`config.mk`:
```
export PLATFORM = sky130hd
export DESIGN_NAME = alu_exec_unit
export DESIGN_NICKNAME = d
export VERILOG_FILES = /design/src/rtl/alu_exec_unit.sv
export SDC_FILE = /design/constraint.sdc
export NUM_CORES = 1
export LEC_CHECK = 0
export CORE_MARGIN = 8
export CORE_UTILIZATION = 50
export DETAILED_ROUTE_END_ITERATION = 10
export GPL_TIMING_DRIVEN = 0
export PLACE_DENSITY_LB_ADDON = 0.3
export SYNTH_ARGS = -nofsm -noshare
export SYNTH_HDL_FRONTEND = slang
export SYNTH_SLANG_ARGS = --single-unit
```
`constraint.sdc`:
```
create_clock -name clk -period 3.9 [get_ports clk]
set_input_delay 0.78 -clock clk [delete_from_list [all_inputs] [get_ports clk]]
set_output_delay 0.78 -clock clk [all_outputs]
set_load 0.01 [all_outputs]
```
`src/rtl/alu_exec_unit.sv`:
```
// ----------------------------------------------------------------------------
// alu_exec_unit
// Handshaked RV32I integer execute unit. Decodes the ALU operation from
// {alu_op, funct3, funct7_5, opcode_5}. Shifts run iteratively, SHIFT_STEP
// bit positions per cycle. Every other operation completes in one cycle.
//
// Ports:
//   clk, rst_n           clock, asynchronous active-low reset
//   in_valid / in_ready  request handshake (operands and decode fields)
//   alu_op, funct3,
//   funct7_5, opcode_5   operation select
//   op_a, op_b           operands (op_b also carries shift amount / imm)
//   out_valid/out_ready  result handshake
//   result, zero,
//   illegal              registered result and flags, valid with out_valid
// ----------------------------------------------------------------------------
module alu_exec_unit #(
    parameter int XLEN       = 32,
    parameter int SHIFT_STEP = 1
) (
    input  logic            clk,
    input  logic            rst_n,
    input  logic            in_valid,
    output logic            in_ready,
    input  logic [1:0]      alu_op,
    input  logic [2:0]      funct3,
    input  logic            funct7_5,
    input  logic            opcode_5,
    input  logic [XLEN-1:0] op_a,
    input  logic [XLEN-1:0] op_b,
    output logic            out_valid,
    input  logic            out_ready,
    output logic [XLEN-1:0] result,
    output logic            zero,
    output logic            illegal
);

    localparam int SHAMT_W = $clog2(XLEN);
    // One extra bit so that SHIFT_STEP == XLEN is still representable.
    localparam logic [SHAMT_W:0] STEP_L = SHIFT_STEP[SHAMT_W:0];

    typedef enum logic [1:0] {
        ST_IDLE  = 2'd0,
        ST_SHIFT = 2'd1,
        ST_DONE  = 2'd2
    } state_t;

    typedef enum logic [3:0] {
        OP_ADD  = 4'd0,
        OP_SUB  = 4'd1,
        OP_SLL  = 4'd2,
        OP_SLT  = 4'd3,
        OP_SLTU = 4'd4,
        OP_XOR  = 4'd5,
        OP_SRL  = 4'd6,
        OP_SRA  = 4'd7,
        OP_OR   = 4'd8,
        OP_AND  = 4'd9,
        OP_ILL  = 4'd10
    } op_t;

    state_t              state_q, state_d;
    logic [XLEN-1:0]     res_q, res_d;
    logic                zero_q, zero_d;
    logic                ill_q, ill_d;
    logic [XLEN-1:0]     sh_q, sh_d;
    logic [SHAMT_W-1:0]  rem_q, rem_d;
    logic                left_q, left_d;
    logic                arith_q, arith_d;

    op_t                 op_s;
    logic [XLEN-1:0]     alu_res_s;
    logic [SHAMT_W-1:0]  shamt_s;
    logic                go_shift_s;
    logic                accept_s;
    logic                load_s;
    logic [SHAMT_W:0]    step_s;
    logic [XLEN-1:0]     shifted_s;
    logic [SHAMT_W-1:0]  rem_next_s;

    assign shamt_s  = op_b[SHAMT_W-1:0];
    assign in_ready = (state_q == ST_IDLE) || ((state_q == ST_DONE) && out_ready);
    assign accept_s = in_valid && in_ready;

    // Operation decode from the instruction fields
    always_comb begin
        op_s = OP_ADD;
        case (alu_op)
            2'b00: op_s = OP_ADD;
            2'b01: op_s = OP_SUB;
            2'b10: begin
                case (funct3)
                    3'b000: begin
                        if (opcode_5 && funct7_5) op_s = OP_SUB;
                        else                      op_s = OP_ADD;
                    end
                    3'b001: op_s = OP_SLL;
                    3'b010: op_s = OP_SLT;
                    3'b011: op_s = OP_SLTU;
                    3'b100: op_s = OP_XOR;
                    3'b101: begin
                        // funct7_5 selects arithmetic shift for R- and I-type alike
                        if (funct7_5) op_s = OP_SRA;
                        else          op_s = OP_SRL;
                    end
                    3'b110: op_s = OP_OR;
                    3'b111: op_s = OP_AND;
                    default: op_s = OP_ILL;
                endcase
            end
            2'b11:   op_s = OP_ILL;
            default: op_s = OP_ILL;
        endcase
    end

    // Single-cycle result; shifts yield op_a here, which is the shamt == 0 answer
    always_comb begin
        alu_res_s = {XLEN{1'b0}};
        case (op_s)
            OP_ADD:  alu_res_s = op_a + op_b;
            OP_SUB:  alu_res_s = op_a - op_b;
            OP_SLT:  alu_res_s = {{(XLEN-1){1'b0}}, ($signed(op_a) < $signed(op_b))};
            OP_SLTU: alu_res_s = {{(XLEN-1){1'b0}}, (op_a < op_b)};
            OP_XOR:  alu_res_s = op_a ^ op_b;
            OP_OR:   alu_res_s = op_a | op_b;
            OP_AND:  alu_res_s = op_a & op_b;
            OP_SLL:  alu_res_s = op_a;
            OP_SRL:  alu_res_s = op_a;
            OP_SRA:  alu_res_s = op_a;
            OP_ILL:  alu_res_s = {XLEN{1'b0}};
            default: alu_res_s = {XLEN{1'b0}};
        endcase
    end

    assign go_shift_s = ((op_s == OP_SLL) || (op_s == OP_SRL) || (op_s == OP_SRA))
                        && (shamt_s != {SHAMT_W{1'b0}});

    // One iterative shift step of min(SHIFT_STEP, remaining) positions
    always_comb begin
        if ({1'b0, rem_q} < STEP_L) step_s = {1'b0, rem_q};
        else                        step_s = STEP_L;
        if (left_q)       shifted_s = sh_q << step_s;
        else if (arith_q) shifted_s = $unsigned($signed(sh_q) >>> step_s);
        else              shifted_s = sh_q >> step_s;
        // step_s never exceeds rem_q, so its top bit is irrelevant here
        rem_next_s = rem_q - step_s[SHAMT_W-1:0];
    end

    // Next-state, shift datapath and result register update
    always_comb begin
        state_d = state_q;
        res_d   = res_q;
        zero_d  = zero_q;
        ill_d   = ill_q;
        sh_d    = sh_q;
        rem_d   = rem_q;
        left_d  = left_q;
        arith_d = arith_q;
        load_s  = 1'b0;
        case (state_q)
            ST_IDLE: begin
                if (accept_s) load_s  = 1'b1;
                else          state_d = ST_IDLE;
            end
            ST_SHIFT: begin
                sh_d  = shifted_s;
                rem_d = rem_next_s;
                if (rem_next_s == {SHAMT_W{1'b0}}) begin
                    state_d = ST_DONE;
                    res_d   = shifted_s;
                    zero_d  = (shifted_s == {XLEN{1'b0}});
                    ill_d   = 1'b0;
                end else begin
                    state_d = ST_SHIFT;
                end
            end
            ST_DONE: begin
                // Consuming the result and accepting the next request can coincide
                if (out_ready) begin
                    if (accept_s) load_s  = 1'b1;
                    else          state_d = ST_IDLE;
                end else begin
                    state_d = ST_DONE;
                end
            end
            default: state_d = ST_IDLE;
        endcase
        if (load_s) begin
            if (go_shift_s) begin
                state_d = ST_SHIFT;
                sh_d    = op_a;
                rem_d   = shamt_s;
                left_d  = (op_s == OP_SLL);
                arith_d = (op_s == OP_SRA);
            end else begin
                state_d = ST_DONE;
                res_d   = alu_res_s;
                zero_d  = (alu_res_s == {XLEN{1'b0}});
                ill_d   = (op_s == OP_ILL);
            end
        end else begin
            // no request taken: keep the per-state decision made above
        end
    end

    // State and datapath registers
    always_ff @(posedge clk or negedge rst_n) begin
        if (!rst_n) begin
            state_q <= ST_IDLE;
            res_q   <= {XLEN{1'b0}};
            zero_q  <= 1'b0;
            ill_q   <= 1'b0;
            sh_q    <= {XLEN{1'b0}};
            rem_q   <= {SHAMT_W{1'b0}};
            left_q  <= 1'b0;
            arith_q <= 1'b0;
        end else begin
            state_q <= state_d;
            res_q   <= res_d;
            zero_q  <= zero_d;
            ill_q   <= ill_d;
            sh_q    <= sh_d;
            rem_q   <= rem_d;
            left_q  <= left_d;
            arith_q <= arith_d;
        end
    end

    assign out_valid = (state_q == ST_DONE);
    assign result    = res_q;
    assign zero      = zero_q;
    assign illegal   = ill_q;

endmodule

```
==> results.cfg <==
[clock_network]
cts_num_sinks = 75
cts_tree = built
clkSlewWorstSetupHoldPaths_ps = 60
worst_skew_pair.late_latency_ps = 340
tritoncts.num_buffers = 9
ctsHtreeMaxLevel = 3
root_buffer = sky130_fd_sc_hd__clkbuf_16
cts-root-to-sink-buffers = 2

[final_layout]
multi_input_comb_area_mm2 = 0.00827
seq_area_mm2 = 0.00188
final_net_count = 1761
post_route_cells_drive_above_1_share_pct = 17.5
area_grow_syn2layout_pct = 28.7
layout_fillers = 1802
final_cell_area_mm2 = 0.0132
postLayoutCoreUtil_pct = 65.4

[setup_path]
critical-path-top-delay-family = buffers and inverters
worstPathCellList = clkdlybuf4s50_1 -> and2_0 -> buf_2 -> a32oi_4 -> clkbuf_1 -> nor4_1 -> nor4_1 -> o311a_1 -> and3_1 -> nand3_1 -> o41ai_2
cp.buffers_inverters = 3
cp-end-kind = flip-flop
timing.critical_path.from_type = input pin
most_frequent_cell_on_the_critical_path = sky130_fd_sc_hd__nor4_1
setup.worst_path.class = in -> reg
worst-endpoint-required_ps = 4110
worst_path_max_delay_cell = sky130_fd_sc_hd__clkbuf_1
critical-path-max-stage-delay_ps = 730
r2r_setup_slack_ps = -130
crit_fanout = 10
worstPathArrival_ps = 4510

[sta]
timing.final.crit_share_pct = 110
slew_viol_final = 0
worstMarginPinSlew_ps = 881
fmax_ghz = 0.233
setup_total_negative_slack_ps = -533
final-setup-viol-count = 3
timing.clock.skew_ps = 7.54
rsz0062_at_grt = yes
hold_viol_final = 0
post-route-min-period_ps = 4300
worst_rel_slew_slack_pct = 40.4
crit_path_setup_slack_layout_ps = -398

[synth]
post-synth-top-area-fraction_pct = 18.2
synth-edff-count = 0
synthCells = 1422
synth_nets = 1598
ys_dominant_reg_cell = sky130_fd_sc_hd__dfrtp_1
warnings_synthesis = 0
post_synth_num_cell_types = 97
cell_type_with_the_highest_aggregate_area_in_the_netlist = sky130_fd_sc_hd__dfrtp_1
post_synth.cell_area_avg_um2 = 7.24
synthesis.area_mm2 = 0.0103
synthArstFlopShare_pct = 100
synth-seq-area-share_pct = 18.2
ys_seq_elements = 75
post_synth_main_area_contributors = sky130_fd_sc_hd__dfrtp_1 18%, sky130_fd_sc_hd__ha_1 12%, sky130_fd_sc_hd__a21oi_1 8.3%

[floorplanning]
placement_rows = 52
die_w_um = 159
pin_count = 111
core_mm2 = 0.0202
dieHeight_um = 159
die_area_mm2 = 0.0254
floorplan.initialDensity_pct = 50.9

[grt]
grt_pass1_wl_um = 72800
largest_net_degree_at_the_start_of_global_routing = 45
track_usage_pct = 36.2
vias_in_the_first_global_route = 12154
grt_antenna_before_repair = 0
gr-total-overflow = 0

[placement]
number_of_buffers_added_on_ports = 110
dpl_cell_area_mm2 = 0.0117
gp_congestion = 0.995
dp_hpwl_um = 36700

[drt]
drt-pass1-iter-count = 7
drt-total-wl_um = 47400
detail_route.vias_per_cell = 6.73
post_drt_wl_per_cell_um = 25.5
route.detailed.drc = 0
initialDrtViolationCount = 1810
vias = 12520
ant_nets = 0

[worst_hold_path]
path_type_of_the_worst_min_delay_path = in -> async

[power]
post_layout_total_power_mw = 5.01
power.ir.vdd_worst_mv = 0.223
leakagePower_nw = 5.59
pwr_density_cell_mw_per_mm2 = 379

[run]
max_cap_violations = 0

[status]
status = finished, violations left
violated_checks = setup timing
-- state kept, by name, indices dropped and copies added (netlist names) --
name and flops:
arith_q 1, state_q 2, rem_q 5, left_q 1
result 32, zero 1, sh_q 32, illegal 1
-- metrics by stage --
step / hold WS [ps] / cells / setup WS, ps
2_1_floorplan: 451 / 1422 / 263
3_3_place_gp: 491 / 1802 / -1610
3_5_place_dp: 529 / 1803 / -1500
4_1_cts: 388 / 1856 / -71.2
5_1_grt: 407 / 1860 / -407
6_report: 374 / 1861 / -398
-- report_power, final --
| part | switching [mW] | internal [mW] |
|---|---|---|
| Sequential | 0.270 | 1.02 |
| Clock | 0.340 | 0.693 |
| Combinational | 1.61 | 1.09 |
-- per-layer routing --
layer	track usage [%]	share of wire [%]	vias to the layer above
li1	-	-	5540
met1	45.9	39	5930
met2	57.0	45	860
met3	9.18	12	190
met4	16.2	4.9	0
met5	0	0	-
-- area by class of cell --
cell class,instances,share of cell area [%]
well taps,270,2.55
repair buffers,156,10.9
diodes,1,0.0189
inverters,102,2.89
plain buffers,103,4.27
clock buffers,10,1.73
flip-flops and latches,75,14.2
multi-input cells,1138,62.5
clock inverters,6,1.03
-- kinds of logic (layout without fill, tap and decap cells) --
family          count (synthesis)  in the layout  share of synthesized area [%]
buf+inv                       209            377                           8.30
other cells                     0              1                              0
fa+ha+maj                     101            101                           12.4
mux                            43             43                           4.22
xor+xnor                        5              5                          0.426
flops                          75             75                           18.2
simple gates                  456            456                           21.9
compound gates                533            533                           34.5
-- synth_stat cells, drive strengths merged (6+ instances only) --
cell and instances:
a2111oi 11, a211oi 55, a21o 15, a21oi 172
a221o 6, a221oi 6, a22oi 13, a31oi 10
a32oi 7, and2 6, and3 9, buf 42
clkbuf 65, dfrtp 75, ha 99, inv 102
mux2i 40, nand2 110, nand2b 11, nand3 29
nand4 20, nor2 160, nor2b 13, nor3 29
nor3b 8, nor4 21, o211ai 13, o21a 9
o21ai 127, o221ai 7, o22a 6, o31ai 10
o32ai 11, or2 8, or3 7
-- placed cells by master, fill, tap and decap left out, types with 11 or more instances in the layout --
cell,count
sky130_fd_sc_hd__ha_1,86
sky130_fd_sc_hd__clkdlybuf4s50_1,76
sky130_fd_sc_hd__clkbuf_1,40
sky130_fd_sc_hd__nor4_1,12
sky130_fd_sc_hd__nor2b_1,12
sky130_fd_sc_hd__nand2_1,108
sky130_fd_sc_hd__nand3_1,28
sky130_fd_sc_hd__buf_4,55
sky130_fd_sc_hd__o21ai_0,107
sky130_fd_sc_hd__nor2_1,157
sky130_fd_sc_hd__buf_2,14
sky130_fd_sc_hd__dlygate4sd2_1,23
sky130_fd_sc_hd__a21oi_1,157
sky130_fd_sc_hd__inv_2,23
sky130_fd_sc_hd__o211ai_1,11
sky130_fd_sc_hd__a21o_1,15
sky130_fd_sc_hd__a22oi_1,12
sky130_fd_sc_hd__buf_6,11
sky130_fd_sc_hd__mux2i_1,40
sky130_fd_sc_hd__nand4_1,20
sky130_fd_sc_hd__ha_4,11
sky130_fd_sc_hd__dfrtp_1,75
sky130_fd_sc_hd__o21ai_1,16
sky130_fd_sc_hd__a211oi_1,49
sky130_fd_sc_hd__nor3_1,24
sky130_fd_sc_hd__inv_1,79
sky130_fd_sc_hd__clkbuf_2,21
-- path summary, 6_finish.rpt --
| kind | from | endpoint | cells after the start |
|---|---|---|---|
| setup / recovery | funct7_5 | zero$_DFF_PN0_ | 11 |
| hold / removal | rst_n | rem_q[4]$_DFF_PN0_ | 1 |
| setup reg to reg | rem_q[3]$_DFF_PN0_ | zero$_DFF_PN0_ | 12 |
| hold reg to reg | arith_q$_DFFE_PN0P_ | arith_q$_DFFE_PN0P_ | 2 |
| max in group asynchronous | rst_n | result[21]$_DFF_PN0_ | 2 |
| min in group clk | arith_q$_DFFE_PN0P_ | arith_q$_DFFE_PN0P_ | 2 |
-- timing repair --
| item | in CTS | in global routing |
|---|---|---|
| setup buffers | 41 | 4 |
| hold buffers | 0 | 0 |
| resized for setup | 222 | 35 |
| setup endpoints to repair | 75 | 44 |
| pin swaps | 53 | 9 |
(Power assumes the default switching activity.)
